<file path="src/rtl/serial_router_16x16.sv">
// ---------------------------------------------------------------------------
// serial_router_16x16
//
// 16x16 bit-serial packet switch. Every input port carries packets made of a
// 4-bit destination address (LSB first), optional padding cycles and a
// variable-length payload, all framed by an active-low frame signal. Once the
// address is complete the input is connected through a crossbar to the
// addressed output, and the output registers mirror the source with exactly
// one clock of latency until the source frame ends. Inputs that lose
// arbitration, or that address an output already in use, are dropped and
// signal this on busy_n.
//
// Ports:
//   clock     in   system clock, rising edge
//   reset_n   in   asynchronous active-low reset
//   din       in   [15:0] serial data per input
//   frame_n   in   [15:0] active-low frame per input
//   valid_n   in   [15:0] active-low payload-bit qualifier per input
//   dout      out  [15:0] serial data per output
//   valido_n  out  [15:0] active-low payload-bit qualifier per output
//   frameo_n  out  [15:0] active-low frame per output
//   busy_n    out  [15:0] low while the matching input's packet is dropped
//
// Build option:
//   ROUTER_RR_ARB_EN  when defined, each output arbitrates simultaneous
//                     requests round-robin (per-output pointer, reset to 0,
//                     moved to winner+1 on every grant). When undefined the
//                     lowest input index wins and no pointer logic exists.
// ---------------------------------------------------------------------------
module serial_router_16x16 #(
  parameter int NPORTS    = 16,
  parameter int ADDR_BITS = 4
) (
  input  logic              clock,
  input  logic              reset_n,
  input  logic [NPORTS-1:0] din,
  input  logic [NPORTS-1:0] frame_n,
  input  logic [NPORTS-1:0] valid_n,
  output logic [NPORTS-1:0] dout,
  output logic [NPORTS-1:0] valido_n,
  output logic [NPORTS-1:0] frameo_n,
  output logic [NPORTS-1:0] busy_n
);

  localparam int CNT_BITS = $clog2(ADDR_BITS);

  typedef enum logic [2:0] {IDLE, ADDR, XFER, DROP, WAITEND} inState_t;

  inState_t                 state     [NPORTS];
  inState_t                 stateNext [NPORTS];
  logic [ADDR_BITS-2:0]     addrLow   [NPORTS];  // address bits 0..2; bit3 is taken live from din
  logic [CNT_BITS-1:0]      bitCnt    [NPORTS];  // index of the address bit sampled next
  logic                     started;             // low only for the first edge after reset

  logic [NPORTS-1:0]        outLocked;
  logic [ADDR_BITS-1:0]     outSrc    [NPORTS];

  logic [NPORTS-1:0]        reqValid;
  logic [ADDR_BITS-1:0]     reqDest   [NPORTS];
  logic [NPORTS-1:0]        grantIn;             // per input: won an output this edge
  logic [NPORTS-1:0]        grantOut;            // per output: granted this edge
  logic [ADDR_BITS-1:0]     grantSrc  [NPORTS];

`ifdef ROUTER_RR_ARB_EN
  logic [ADDR_BITS-1:0]     rrPtr     [NPORTS];
`endif

  // A request exists on the edge that samples address bit3 with the frame
  // still low; the destination combines the stored bits with the live bit.
  always_comb begin
    for (int s = 0; s < NPORTS; s++) begin
      reqValid[s] = (state[s] == ADDR) && (bitCnt[s] == CNT_BITS'(ADDR_BITS - 1)) && !frame_n[s];
      reqDest[s]  = {din[s], addrLow[s]};
    end
  end

  // Only free outputs arbitrate, so a locked output is never preempted.
  // NOTE: every signal driven here gets a default before any condition, so
  // no path leaves it unassigned and no latch is inferred.
  always_comb begin : arbitrate
    logic                 found;
    logic [ADDR_BITS-1:0] idx;
    grantIn  = '0;
    grantOut = '0;
    found    = 1'b0;
    idx      = '0;
    for (int d = 0; d < NPORTS; d++) grantSrc[d] = '0;
    for (int d = 0; d < NPORTS; d++) begin
      found = 1'b0;
      if (!outLocked[d]) begin
        for (int k = 0; k < NPORTS; k++) begin
`ifdef ROUTER_RR_ARB_EN
          idx = rrPtr[d] + ADDR_BITS'(k);
`else
          idx = ADDR_BITS'(k);
`endif
          if (!found && reqValid[idx] && (reqDest[idx] == ADDR_BITS'(d))) begin
            found        = 1'b1;
            grantOut[d]  = 1'b1;
            grantSrc[d]  = idx;
            grantIn[idx] = 1'b1;
          end
        end
      end
    end
  end

  // Input FSM: state register.
  // NOTE: clocked state uses non-blocking assignments so every flop samples
  // the pre-edge value regardless of statement order.
  always_ff @(posedge clock or negedge reset_n) begin
    if (!reset_n) begin
      started <= 1'b0;
      for (int s = 0; s < NPORTS; s++) state[s] <= IDLE;
    end else begin
      started <= 1'b1;
      for (int s = 0; s < NPORTS; s++) state[s] <= stateNext[s];
    end
  end

  // Input FSM: next-state logic. A frame still low on the first edge after
  // reset belongs to a packet cut by the reset, so it is waited out.
  always_comb begin
    for (int s = 0; s < NPORTS; s++) begin
      stateNext[s] = state[s];
      case (state[s])
        IDLE: begin
          if (!frame_n[s]) stateNext[s] = started ? ADDR : WAITEND;
        end
        ADDR: begin
          if (frame_n[s])
            stateNext[s] = IDLE;
          else if (bitCnt[s] == CNT_BITS'(ADDR_BITS - 1))
            stateNext[s] = grantIn[s] ? XFER : DROP;
        end
        XFER, DROP, WAITEND: begin
          if (frame_n[s]) stateNext[s] = IDLE;
        end
        default: stateNext[s] = IDLE;
      endcase
    end
  end

  // Input FSM: outputs.
  always_comb begin
    for (int s = 0; s < NPORTS; s++) busy_n[s] = (state[s] != DROP);
  end

  // Address shift-in, LSB first.
  always_ff @(posedge clock or negedge reset_n) begin
    if (!reset_n) begin
      for (int s = 0; s < NPORTS; s++) begin
        addrLow[s] <= '0;
        bitCnt[s]  <= '0;
      end
    end else begin
      for (int s = 0; s < NPORTS; s++) begin
        if (state[s] == IDLE) begin
          addrLow[s] <= (ADDR_BITS-1)'(din[s]);
          bitCnt[s]  <= CNT_BITS'(1);
        end else if (state[s] == ADDR) begin
          if (bitCnt[s] != CNT_BITS'(ADDR_BITS - 1)) addrLow[s][bitCnt[s]] <= din[s];
          bitCnt[s] <= bitCnt[s] + CNT_BITS'(1);
        end
      end
    end
  end

  // Crossbar: a locked output copies its source each edge, including the
  // edge that samples the source frame high, which is also where it unlocks.
  always_ff @(posedge clock or negedge reset_n) begin
    if (!reset_n) begin
      outLocked <= '0;
      dout      <= '0;
      valido_n  <= '1;
      frameo_n  <= '1;
      for (int d = 0; d < NPORTS; d++) outSrc[d] <= '0;
    end else begin
      for (int d = 0; d < NPORTS; d++) begin
        if (outLocked[d]) begin
          dout[d]     <= din[outSrc[d]];
          valido_n[d] <= valid_n[outSrc[d]];
          frameo_n[d] <= frame_n[outSrc[d]];
          if (frame_n[outSrc[d]]) outLocked[d] <= 1'b0;
        end else begin
          dout[d]     <= 1'b0;
          valido_n[d] <= 1'b1;
          frameo_n[d] <= 1'b1;
          if (grantOut[d]) begin
            outLocked[d] <= 1'b1;
            outSrc[d]    <= grantSrc[d];
          end
        end
      end
    end
  end

`ifdef ROUTER_RR_ARB_EN
  always_ff @(posedge clock or negedge reset_n) begin
    if (!reset_n) begin
      for (int d = 0; d < NPORTS; d++) rrPtr[d] <= '0;
    end else begin
      for (int d = 0; d < NPORTS; d++)
        if (grantOut[d]) rrPtr[d] <= grantSrc[d] + ADDR_BITS'(1);
    end
  end
`endif

endmodule

</file>
<file path="config.mk">
export PLATFORM = sky130hd
export DESIGN_NAME = serial_router_16x16
export DESIGN_NICKNAME = d
export VERILOG_FILES = /design/src/rtl/serial_router_16x16.sv
export SDC_FILE = /design/constraint.sdc
export NUM_CORES = 1
export LEC_CHECK = 0
export BUFFER_PORTS_ARGS = -buffer_cell sky130_fd_sc_hd__buf_4
export CAP_MARGIN = 20
export CORE_MARGIN = 2
export CORE_UTILIZATION = 37
export DETAILED_ROUTE_END_ITERATION = 7
export SLEW_MARGIN = 20
export SYNTH_ARGS = -nofsm -noshare
export SYNTH_HDL_FRONTEND = slang
export SYNTH_SLANG_ARGS = --single-unit
</file>
<file path="constraint.sdc">
create_clock -name clock -period 3.1 [get_ports clock]
set_input_delay 0.31 -clock clock [delete_from_list [all_inputs] [get_ports clock]]
set_output_delay 0.31 -clock clock [all_outputs]
set_load 0.03 [all_outputs]
</file>
=== Word-level counts from Yosys, hierarchy flattened ===
Cells that the tools add are included.

* Bits of input ports: 50
* Register bits: 257
* Output and inout bits: 64

* Equal/unequal tests: 400
* $lt $le $gt $ge: 48
* Add/sub/neg operators: 16
* Bitwise logic cells: 16
* Multiplexer cells: 1664
* Reductions and logical operators: 928

{| class="wikitable"
|+ Operators with widths
! cell !! count
|-
| 1-bit two-way mux || 1183
|-
| 4-bit two-way mux || 224
|-
| 1-bit logical AND || 544
|-
| 4-bit == test, second input constant || 128
|-
| 3-bit two-way mux || 113
|-
| 4-bit by 3-bit == test with 1-bit output, second input constant || 64
|-
| 1-bit zero test || 256
|-
| 16-bit two-way mux || 16
|-
| 1-bit binary-select mux with 4-bit select || 48
|-
| 3-bit case mux with 3 select lines || 16
|-
| 4-bit by 2-bit == test with 1-bit output, second input constant || 32
|-
| 3-bit by 2-bit == test with 1-bit output, second input constant || 32
|-
| 2-bit != test, second input constant || 48
|-
| 4-bit by 5-bit less-than comparator with 1-bit output, second input constant || 16
|-
| 4-bit by 1-bit == test with 1-bit output, second input constant || 16
|-
| 4-bit zero test || 16
|-
| 2-bit two-way mux || 32
|-
| 2-bit AND reduction || 32
|-
| 2-bit nonzero test || 32
|-
| 3-bit by 2-bit != test with 1-bit output, second input constant || 20
|-
| 3-bit bitwise mux || 16
|-
| 3-bit by 1-bit == test with 1-bit output, second input constant || 16
|-
| 3-bit == test, second input constant || 16
|-
| 3-bit zero test || 16
|-
| other kinds (9) || 140
|}

=== Longest topological paths before layout ===
Gate-level depths: netlist (run 1).

* Depth in word-level cells: 115
* Depth in mapped cells: 12

=== Least setup slack after synthesis (run 1) ===
No wires, ideal clock.

* Path kind: reg2reg
* From: register bitCnt[26] (netlist name)
* To: register outSrc[48] (netlist name)
* Path buffers: 3
* Arrival time: 2.763 ns
* Cell stages (with the launch flop): 12
* Data required time: 2.974 ns
* Setup slack: 0.211 ns
* Clock period less this slack: 2.889 ns
* Cells stage by stage: dfrtp_1 ha_1 clkbuf_1 nand4bb_1 clkbuf_1 or3_1 and4_1 buf_2 nand3b_4 nor2b_1 or4_4 o32a_1

* Longest elaborated chain between the ends: 73
* Elaborated cells on any way between the ends: 100
* Those cells by class: 1 x eq/ne; 55 x mux; 44 x reduce/logical

{| class="wikitable"
|+ RTL lines
! item !! RTL line !! text
|-
| from (decl) || 52 || <nowiki>logic [CNT_BITS-1:0] bitCnt [NPORTS];</nowiki>
|-
| from (signal, indexed assignment) || 163 || <nowiki>bitCnt[s] <= bitCnt[s] + CNT_BITS'(1);</nowiki>
|-
| 2-bit == test (*) || 72 || <nowiki>reqValid[s] = (state[s] == ADDR) && (bitCnt[s] == CNT_BITS'(ADDR_BITS - 1)) && !frame_n[s];</nowiki>
|-
| 1-bit logical AND (*) (2 in series) || 72 ||
|-
| 1-bit logical AND (*) (2 in series) || 97 || <nowiki>if (!found && reqValid[idx] && (reqDest[idx] == ADDR_BITS'(d))) begin</nowiki>
|-
| 1-bit two-way mux || 97 ||
|-
| 1-bit two-way mux || 90 || <nowiki>if (!outLocked[d]) begin</nowiki>
|-
| 1-bit zero test || 97 ||
|-
| 1-bit logical AND (2 in series) || 97 ||
|-
| 1-bit two-way mux || 97 ||
|-
| [... 52 more ...] || -- ||
|-
| 1-bit logical AND (2 in series) || 97 ||
|-
| 1-bit two-way mux || 97 ||
|-
| 1-bit two-way mux || 90 ||
|-
| 1-bit zero test || 97 ||
|-
| 1-bit logical AND (2 in series) || 97 ||
|-
| 1-bit two-way mux || 97 ||
|-
| 1-bit two-way mux || 90 ||
|-
| 2-bit AND reduction (no source line) || -- ||
|-
| to (signal, indexed assignment) || 191 || <nowiki>outSrc[d] <= grantSrc[d];</nowiki>
|-
| to (decl) || 56 || <nowiki>logic [ADDR_BITS-1:0] outSrc [NPORTS];</nowiki>
|}

Every way passes the cells marked *; elsewhere a longest branch is shown, timed or not. The select of a mux whose other input is x is not followed.
A chain may end at the register's enable or synchronous reset.

=== Final worst setup path (run 1) ===
* From: register bitCnt[28] (netlist name)
* To: register state[6] (netlist name)

* Longest elaborated chain between the ends: 101
* Elaborated cells on any way between the ends: 1031
* Those cells by class: 1 x eq/ne; 420 x mux; 610 x reduce/logical

{| class="wikitable"
|+ RTL lines
! item !! RTL line !! text
|-
| 2-bit == test (*) || 72 ||
|-
| 1-bit logical AND (*) (2 in series) || 72 ||
|-
| 1-bit logical AND (2 in series) || 97 ||
|-
| 1-bit two-way mux || 97 ||
|-
| 1-bit two-way mux || 90 ||
|-
| 1-bit zero test || 97 ||
|-
| 1-bit logical AND (2 in series) || 97 ||
|-
| 1-bit two-way mux || 97 ||
|-
| [... 82 more ...] || -- ||
|-
| 1-bit two-way mux || 97 ||
|-
| 16-bit two-way mux || 90 ||
|-
| 1-bit two-way mux || 97 ||
|-
| 16-bit two-way mux (*) || 90 ||
|-
| 1-bit two-way mux (*) || 134 || <nowiki>stateNext[s] = grantIn[s] ? XFER : DROP;</nowiki>
|-
| 3-bit two-way mux (*) || 133 || <nowiki>else if (bitCnt[s] == CNT_BITS'(ADDR_BITS - 1))</nowiki>
|-
| 3-bit two-way mux (*) || 131 || <nowiki>if (frame_n[s])</nowiki>
|-
| 3-bit case mux with 3 select lines (*) || 126 || <nowiki>case (state[s])</nowiki>
|-
| to (decl) || 49 || <nowiki>inState_t state [NPORTS];</nowiki>
|}

Marks and branches as above.

==> flow_summary.ini, run 1 <==
[synth]
netlist_area_um2 = 25400
ys_seq_elements = 257
synth_edf_count = 0
synth.most_common_cell = nor2_1
async_flop_share_pct = 100
synth_top_area_cell = dfrtp_1
synth_common_cells = nor2_1, mux4_2, nor3_1, dfrtp_1, nand2_1
syn_nets = 2928
yosys-top-cells-area = dfrtp_1, mux4_2, nor3_1
ys.flop_type = dfrtp_1
synth_area_per_cell_um2 = 9.02
yosys_warnings = 0
ys_types = 103
synth_top_area_share_pct = 22.2
ys_seq_area_share_pct = 25.5
synthCells = 2814

[critical_path]
crit_type = reg2reg
path_max_fanout = 3
crit_arrival_ns = 3.69
path_buf_inv = 3
critPathTopFamily = simple AND/OR/NAND/NOR gates
worstSetupStartpointType = flip-flop
cpPeakStageDelay_ns = 0.41
cp.required_ns = 3.61
cp-end-kind = flip-flop
critical_path.slowest_cell = dfrtp_1
crit_top_cell = buf_4
path_cells = ha_2, buf_4, and3_1, nand3_1, nand4_1, nand3b_1, buf_4, nor2_1, nand4_1, o21ai_1, buf_4, o41ai_2

[timing]
rsz0062_at_grt = yes
worst_slew_pin_slew_ns = 1.01
slew_headroom_pct = 32.5
fmax_ghz = 0.315
slew_violations = 0
layout_min_cycle_time_ns = 3.17
finalCritPeriodShare_pct = 102
hold_ws_ns = 0.0392
hold_violations = 0
fin_ws_ns = -0.0703
setup_viol = 6
finalClockSkew_ns = 0.0340

[layout]
final_layout_size_suffix_gt1_share_pct = 41.7
fin_nets = 3672
syn2layout_area_growth_pct = 37.4
final_area_um2 = 34900
fin_cells = 4467

[global_route]
grt_pass1_wl_mm = 211
grtUsageTotal_pct = 42.1
overflow = 0
antenna_found_initial = 10
grt_max_degree = 71
grt_pass1_vias = 28400

[detailed_routing]
wl_per_cell_um = 34.1
ant_nets = 0
wirelength_mm = 152
dr.pass1.iters = 6
drc = 0
num_vias = 29600
drtIter0Drc = 3957
routed_via_density = 6.62

[clock_network]
cts_tree = done
cts-htree-levels = 1
path_clk_slew_ns = 0.06
cts_made_buffers = 31
cts_root_buffer = clkbuf_16
worstSkewPairLatency_ns = 0.65
cts_buffer_depth = 3
numClockSinks = 257

[power_and_ir_drop]
clockPowerShare_pct = 21.4
power_mw = 19.3
pwr-share-seq_pct = 30.6
combPwrFrac_pct = 48.0
vdd_drop_max_mv = 0.475
netSwitchingFraction_pct = 40.4
p_switching_mw = 7.79
intPower_mw = 11.5
power_density_nw_per_um2 = 553
leakage_nw = 14.6

[run]
maxCapViolations = 0

[place]
hpwl_mm = 124
dpl_cell_area_um2 = 32600
pre_cts_ws_ns = -0.611
io_buffer_count = 113
routabilityCongestion = 1.11
placed_cells = 4379

[run_status]
outcome = finished with violations
violations = negative setup slack

[worst_hold_path]
hold_path_class = in2reg

[floorplan]
floorplan.rows = 96
die_y_um = 266
design.core.area_um2 = 68200
die_w_um = 266
initial_core_util_pct = 37.2
io_pins = 114
dieArea_um2 = 70700
-- what timing repair did --
item	CTS	global route
pin swaps	11	34
hold endpoints to repair	68	0
setup endpoints to repair	42	54
buffers inserted	3	11
gates resized for setup	79	114
hold buffers	13	0
gates cloned	0	2
-- final cells by class --
cell class                      instances  area [µm²]
Multi-Input combinational cell       2237       18500
Tap cell                              882        1100
Clock buffer                           42         847
Sequential cell                       257        6470
Antenna cell                            2        5.00
Fill cell                            6377       33400
Timing Repair Buffer                  937        7320
Clock inverter                         16         256
Inverter                               94         353
-- cell families (layout without fill, tap and decap cells) --
kind of cell,after synthesis,in the layout,share of synthesized area (%)
buffers and inverters,321,1089,5.01
flip-flops,257,257,25.5
adder cells (fa/ha/maj),66,66,3.24
AND/OR/NAND/NOR,1369,1370,29.7
multiplexers,263,263,22.3
XOR/XNOR,1,1,0.0345
AO/OA/AOI/OAI,536,536,14.2
other,1,3,0.0148
-- power by group through the flow --
stage               Combinational, mW  Sequential, mW  Clock, mW
floorplan                        6.23            5.04          0
CTS                              8.99            5.80       4.17
global placement                 8.53            5.74          0
finish                           9.26            5.91       4.13
global route                     9.86            6.02       4.28
detailed placement               8.83            5.84          0
-- worst paths after layout --
path                                         startpoint  cells past startpoint                      end  slack, ns
worst max-delay path             bitCnt[28]$_DFFE_PN0N_                     12     state[6]$_DFFE_PN0P_      -0.07
worst max register to register   bitCnt[28]$_DFFE_PN0N_                     12     state[6]$_DFFE_PN0P_      -0.07
max in group asynchronous                       reset_n                      3  addrLow[24]$_DFFE_PN0P_       2.02
worst min-delay path                             din[6]                      3  addrLow[27]$_DFFE_PN0P_       0.04
min in group asynchronous                       reset_n                      2       dout[10]$_DFF_PN0_       0.23
worst min register to register  outLocked[10]$_DFF_PN0_                      1   valido_n[10]$_DFF_PN1_       0.49
-- placed cells by master (no fill, tap or decap), types with 13 or more instances in the layout --
| cell type | synthesis | routed |
|---|---|---|
| nor3_1 | 226 | 194 |
| nor3b_1 | 18 | 15 |
| or2_2 | 27 | 27 |
| nand2_1 | 206 | 203 |
| nor2b_1 | 35 | 32 |
| mux2_2 | 19 | 19 |
| o21ai_0 | 101 | 92 |
| dfrtp_1 | 225 | 225 |
| mux4_2 | 240 | 240 |
| nor2_1 | 258 | 252 |
| o32ai_1 | 14 | 13 |
| buf_12 | 0 | 18 |
| dlygate4sd3_1 | 0 | 13 |
| nand2b_1 | 87 | 85 |
| and3_1 | 38 | 38 |
| nand3b_1 | 43 | 43 |
| clkbuf_16 | 0 | 31 |
| nand3_1 | 104 | 95 |
| ha_1 | 64 | 58 |
| nor3_2 | 2 | 31 |
| a21oi_1 | 138 | 134 |
| or4_1 | 17 | 15 |
| a22o_1 | 19 | 19 |
| a31oi_1 | 40 | 35 |
| o31ai_1 | 17 | 13 |
| and2_1 | 38 | 38 |
| o22ai_1 | 17 | 17 |
| nor4_1 | 81 | 58 |
| or3_1 | 45 | 35 |
| o22a_1 | 15 | 15 |
| inv_1 | 94 | 94 |
| nand4_1 | 35 | 35 |
| a211oi_1 | 20 | 18 |
| a21boi_0 | 18 | 18 |
| nor4b_1 | 19 | 16 |
| dfstp_2 | 32 | 32 |
| nor4_2 | 5 | 26 |
| buf_4 | 2 | 898 |
-- routing by layer --
layer | global-route usage (%) | vias to the layer above | routed length [µm]
li1 | - | 12300 | -
met3 | 9.31 | 400 | 16200
met5 | 0 | - | 57
met1 | 57.2 | 14800 | 61700
met4 | 21.3 | 8 | 9420
met2 | 63.0 | 2062 | 65000
-- flip-flops by register name, summed over array words and instances (netlist names) --
name	flops
outSrc	64
addrLow	48
state	48
bitCnt	32
dout	16
frameo_n	16
outLocked	16
valido_n	16
started	1
-- tightest hold or removal path, stage by stage --
cell    delay, ns
buf_4        0.10
buf_4        0.11
mux2_2       0.14
-- metrics by stage --
step | TNS (ns) | util (%)
after floorplan | 0 | -
after global placement | -5.71 | 47.8
after detailed placement | -5.54 | 47.8
after CTS | -0.00449 | 50.2
after global routing | -0.483 | 51.1
final | -0.132 | 51.1
Power figures use the tool's default switching activity.
==> run 2, diff against run 1 <==
CORE_ASPECT_RATIO = 1.75   (was default)
==> flow_summary.ini, run 2 (synthesized netlist as in run 1, its figures left out) <==
[timing]
fin_ws_ns = -0.0652
slew_violations = 0
fmax_ghz = 0.316
finalCritPeriodShare_pct = 102
setup_viol = 4
hold_ws_ns = 0.0465
rsz0062_at_grt = yes
finalClockSkew_ns = 0.0181
hold_violations = 0
slew_headroom_pct = 25.0
fin_tns_setup_ns = -0.130
worst_slew_pin_slew_ns = 1.11
layout_min_cycle_time_ns = 3.17

[critical_path]
crit_arrival_ns = 3.70
rrSetupSlack_ns = -0.07
cp.required_ns = 3.64
cpPeakStageDelay_ns = 0.61
startpoint = bitCnt[28]$_DFFE_PN0N_
crit_top_cell = buf_4
regToRegEndpoint = state[6]$_DFFE_PN0P_
worstSetupStartpointType = flip-flop
critical_path.slowest_cell = nor4_4
cp-end-kind = flip-flop
crit_end = state[6]$_DFFE_PN0P_
r2r-start = bitCnt[28]$_DFFE_PN0N_
path_cells = ha_2, nand3b_1, buf_4, nor3_1, buf_4, nor4_4, nand3_1, buf_4, buf_4, nor4_1, buf_4, or3_4, o41ai_2
r2r_cells = 13
crit_type = reg2reg
path_max_fanout = 5

[power_and_ir_drop]
leakage_nw = 15.8
power_density_nw_per_um2 = 543
vdd_drop_max_mv = 0.584

[detailed_routing]
ant_nets = 0
drc = 2
routed_via_density = 6.78
wl_per_cell_um = 37.0
num_vias = 31400
dr.pass1.iters = 8
wirelength_mm = 171
drtIter0Drc = 4114

[place]
hpwl_mm = 136
io_buffer_count = 113
placed_cells = 4502
dpl_cell_area_um2 = 33500
routabilityCongestion = 1.13

[global_route]
antenna_found_initial = 10
overflow = 0
grt_pass1_vias = 31400
grtUsageTotal_pct = 47.7
grt_pass1_wl_mm = 235
grt_max_degree = 76

[layout]
fin_nets = 3817
final_core_util_pct = 54.5
syn2layout_area_growth_pct = 46.3
largestRegisters = outSrc x64, addrLow x48, state x48
layout_commonest_cell = buf_4
final_cell_mix = buf_4, nor2_1, mux4_2, dfrtp_1, nand2_1
final_layout_size_suffix_gt1_share_pct = 47.0
final_area_um2 = 37100
fin_cells = 4634
largest_register_ffs = 64
top_register = outSrc
num-fill-cells = 6148

[clock_network]
cts_tree = done
worstSkewPairLatency_ns = 0.65
numClockSinks = 257
cts-htree-levels = 1
cts_root_buffer = clkbuf_16
path_clk_slew_ns = 0.08
cts_buffer_depth = 3
cts_made_buffers = 29

[run]
maxCapViolations = 0

[floorplan]
dieArea_um2 = 70800
die_y_um = 350
initial_core_util_pct = 37.2
die_w_um = 202
design.core.area_um2 = 68200
io_pins = 114
floorplan.rows = 127

[run_status]
violations = design-rule violations, negative setup slack
outcome = finished with violations

[worst_hold_path]
hold_path_class = in2reg
-- run 2: changes by cell type in the layout (fill, tap and decap cells not counted), sizes merged --
cell | before | now
bufinv | 6 | 3
or4b | 17 | 16
dlygate4sd3 | 13 | 7
clkbuf | 42 | 40
clkinvlp | 3 | 1
buf | 924 | 1076
bufbuf | 0 | 1
clkinv | 6 | 1
diode | 2 | 8
inv | 95 | 101
-- run 2: timing repair --
| item | 4_1_cts | 5_1_grt |
|---|---|---|
| gates resized for setup | 204 | 185 |
| hold buffers | 7 | 0 |
| endpoints found under the setup margin | 77 | 59 |
| gates cloned | 0 | 1 |
| buffers inserted | 34 | 42 |
| hold endpoints to repair | 65 | 0 |
| pin swaps | 43 | 84 |
-- run 2: critical path: cells and delay by family (launching register included) --
| kind | cells | cell delay, ns |
|---|---|---|
| AND/OR/NAND/NOR | 6 | 1.51 |
| buffers and inverters | 5 | 0.89 |
| flip-flops | 1 | 0.39 |
| adder cells (fa/ha/maj) | 1 | 0.20 |
| AO/OA/AOI/OAI | 1 | 0.07 |
-- run 2: worst min path at each step --
| stage | start | end | slack (ns) | cells after the start |
|---|---|---|---|---|
| 2_1_floorplan | reset_n | addrLow[0]$_DFFE_PN0P_ | 0.01 | 0 |
| 3_3_place_gp | reset_n | bitCnt[19]$_DFFE_PN0N_ | 0.34 | 1 |
| 3_5_place_dp | reset_n | addrLow[25]$_DFFE_PN0P_ | 0.36 | 1 |
| 4_1_cts | din[5] | addrLow[30]$_DFFE_PN0P_ | 0.007 | 3 |
| 5_1_grt | din[5] | addrLow[30]$_DFFE_PN0P_ | 0.05 | 3 |
| 6_report | din[5] | addrLow[30]$_DFFE_PN0P_ | 0.05 | 3 |
-- run 2: per-stage QoR --
stage | setup slack (ns) | power (mW)
6_report | -0.0652 | 20.2
5_1_grt | -0.141 | 20.9
4_1_cts | -0.0542 | 19.6
3_5_place_dp | -0.882 | 15.2
3_3_place_gp | -0.934 | 14.7
2_1_floorplan | 0.211 | 11.3
-- run 2: cell type report --
cell class,instances,area [µm²],area share (%)
Tap cell,903,1130,3.04
Antenna cell,8,20.0,0.0539
Inverter,94,353,0.950
Timing Repair Buffer,1085,8690,23.4
Multi-Input combinational cell,2236,19400,52.3
Sequential cell,257,6470,17.4
Clock buffer,39,868,2.34
Clock inverter,12,178,0.479
-- run 2: layer usage --
metal	vias to the layer above	part of all wire (%)	global-route usage [%]
li1	12600	-	-
met1	15300	32	49.7
met4	6	13	47.6
met2	2519	46	77.0
met5	-	0.074	0.893
met3	957	9.4	12.0
-- run 2: where the power goes --
| group | internal (mW) | switching, mW |
|---|---|---|
| Clock | 2.24 | 1.76 |
| Combinational | 5.41 | 4.99 |
| Sequential | 4.15 | 1.61 |
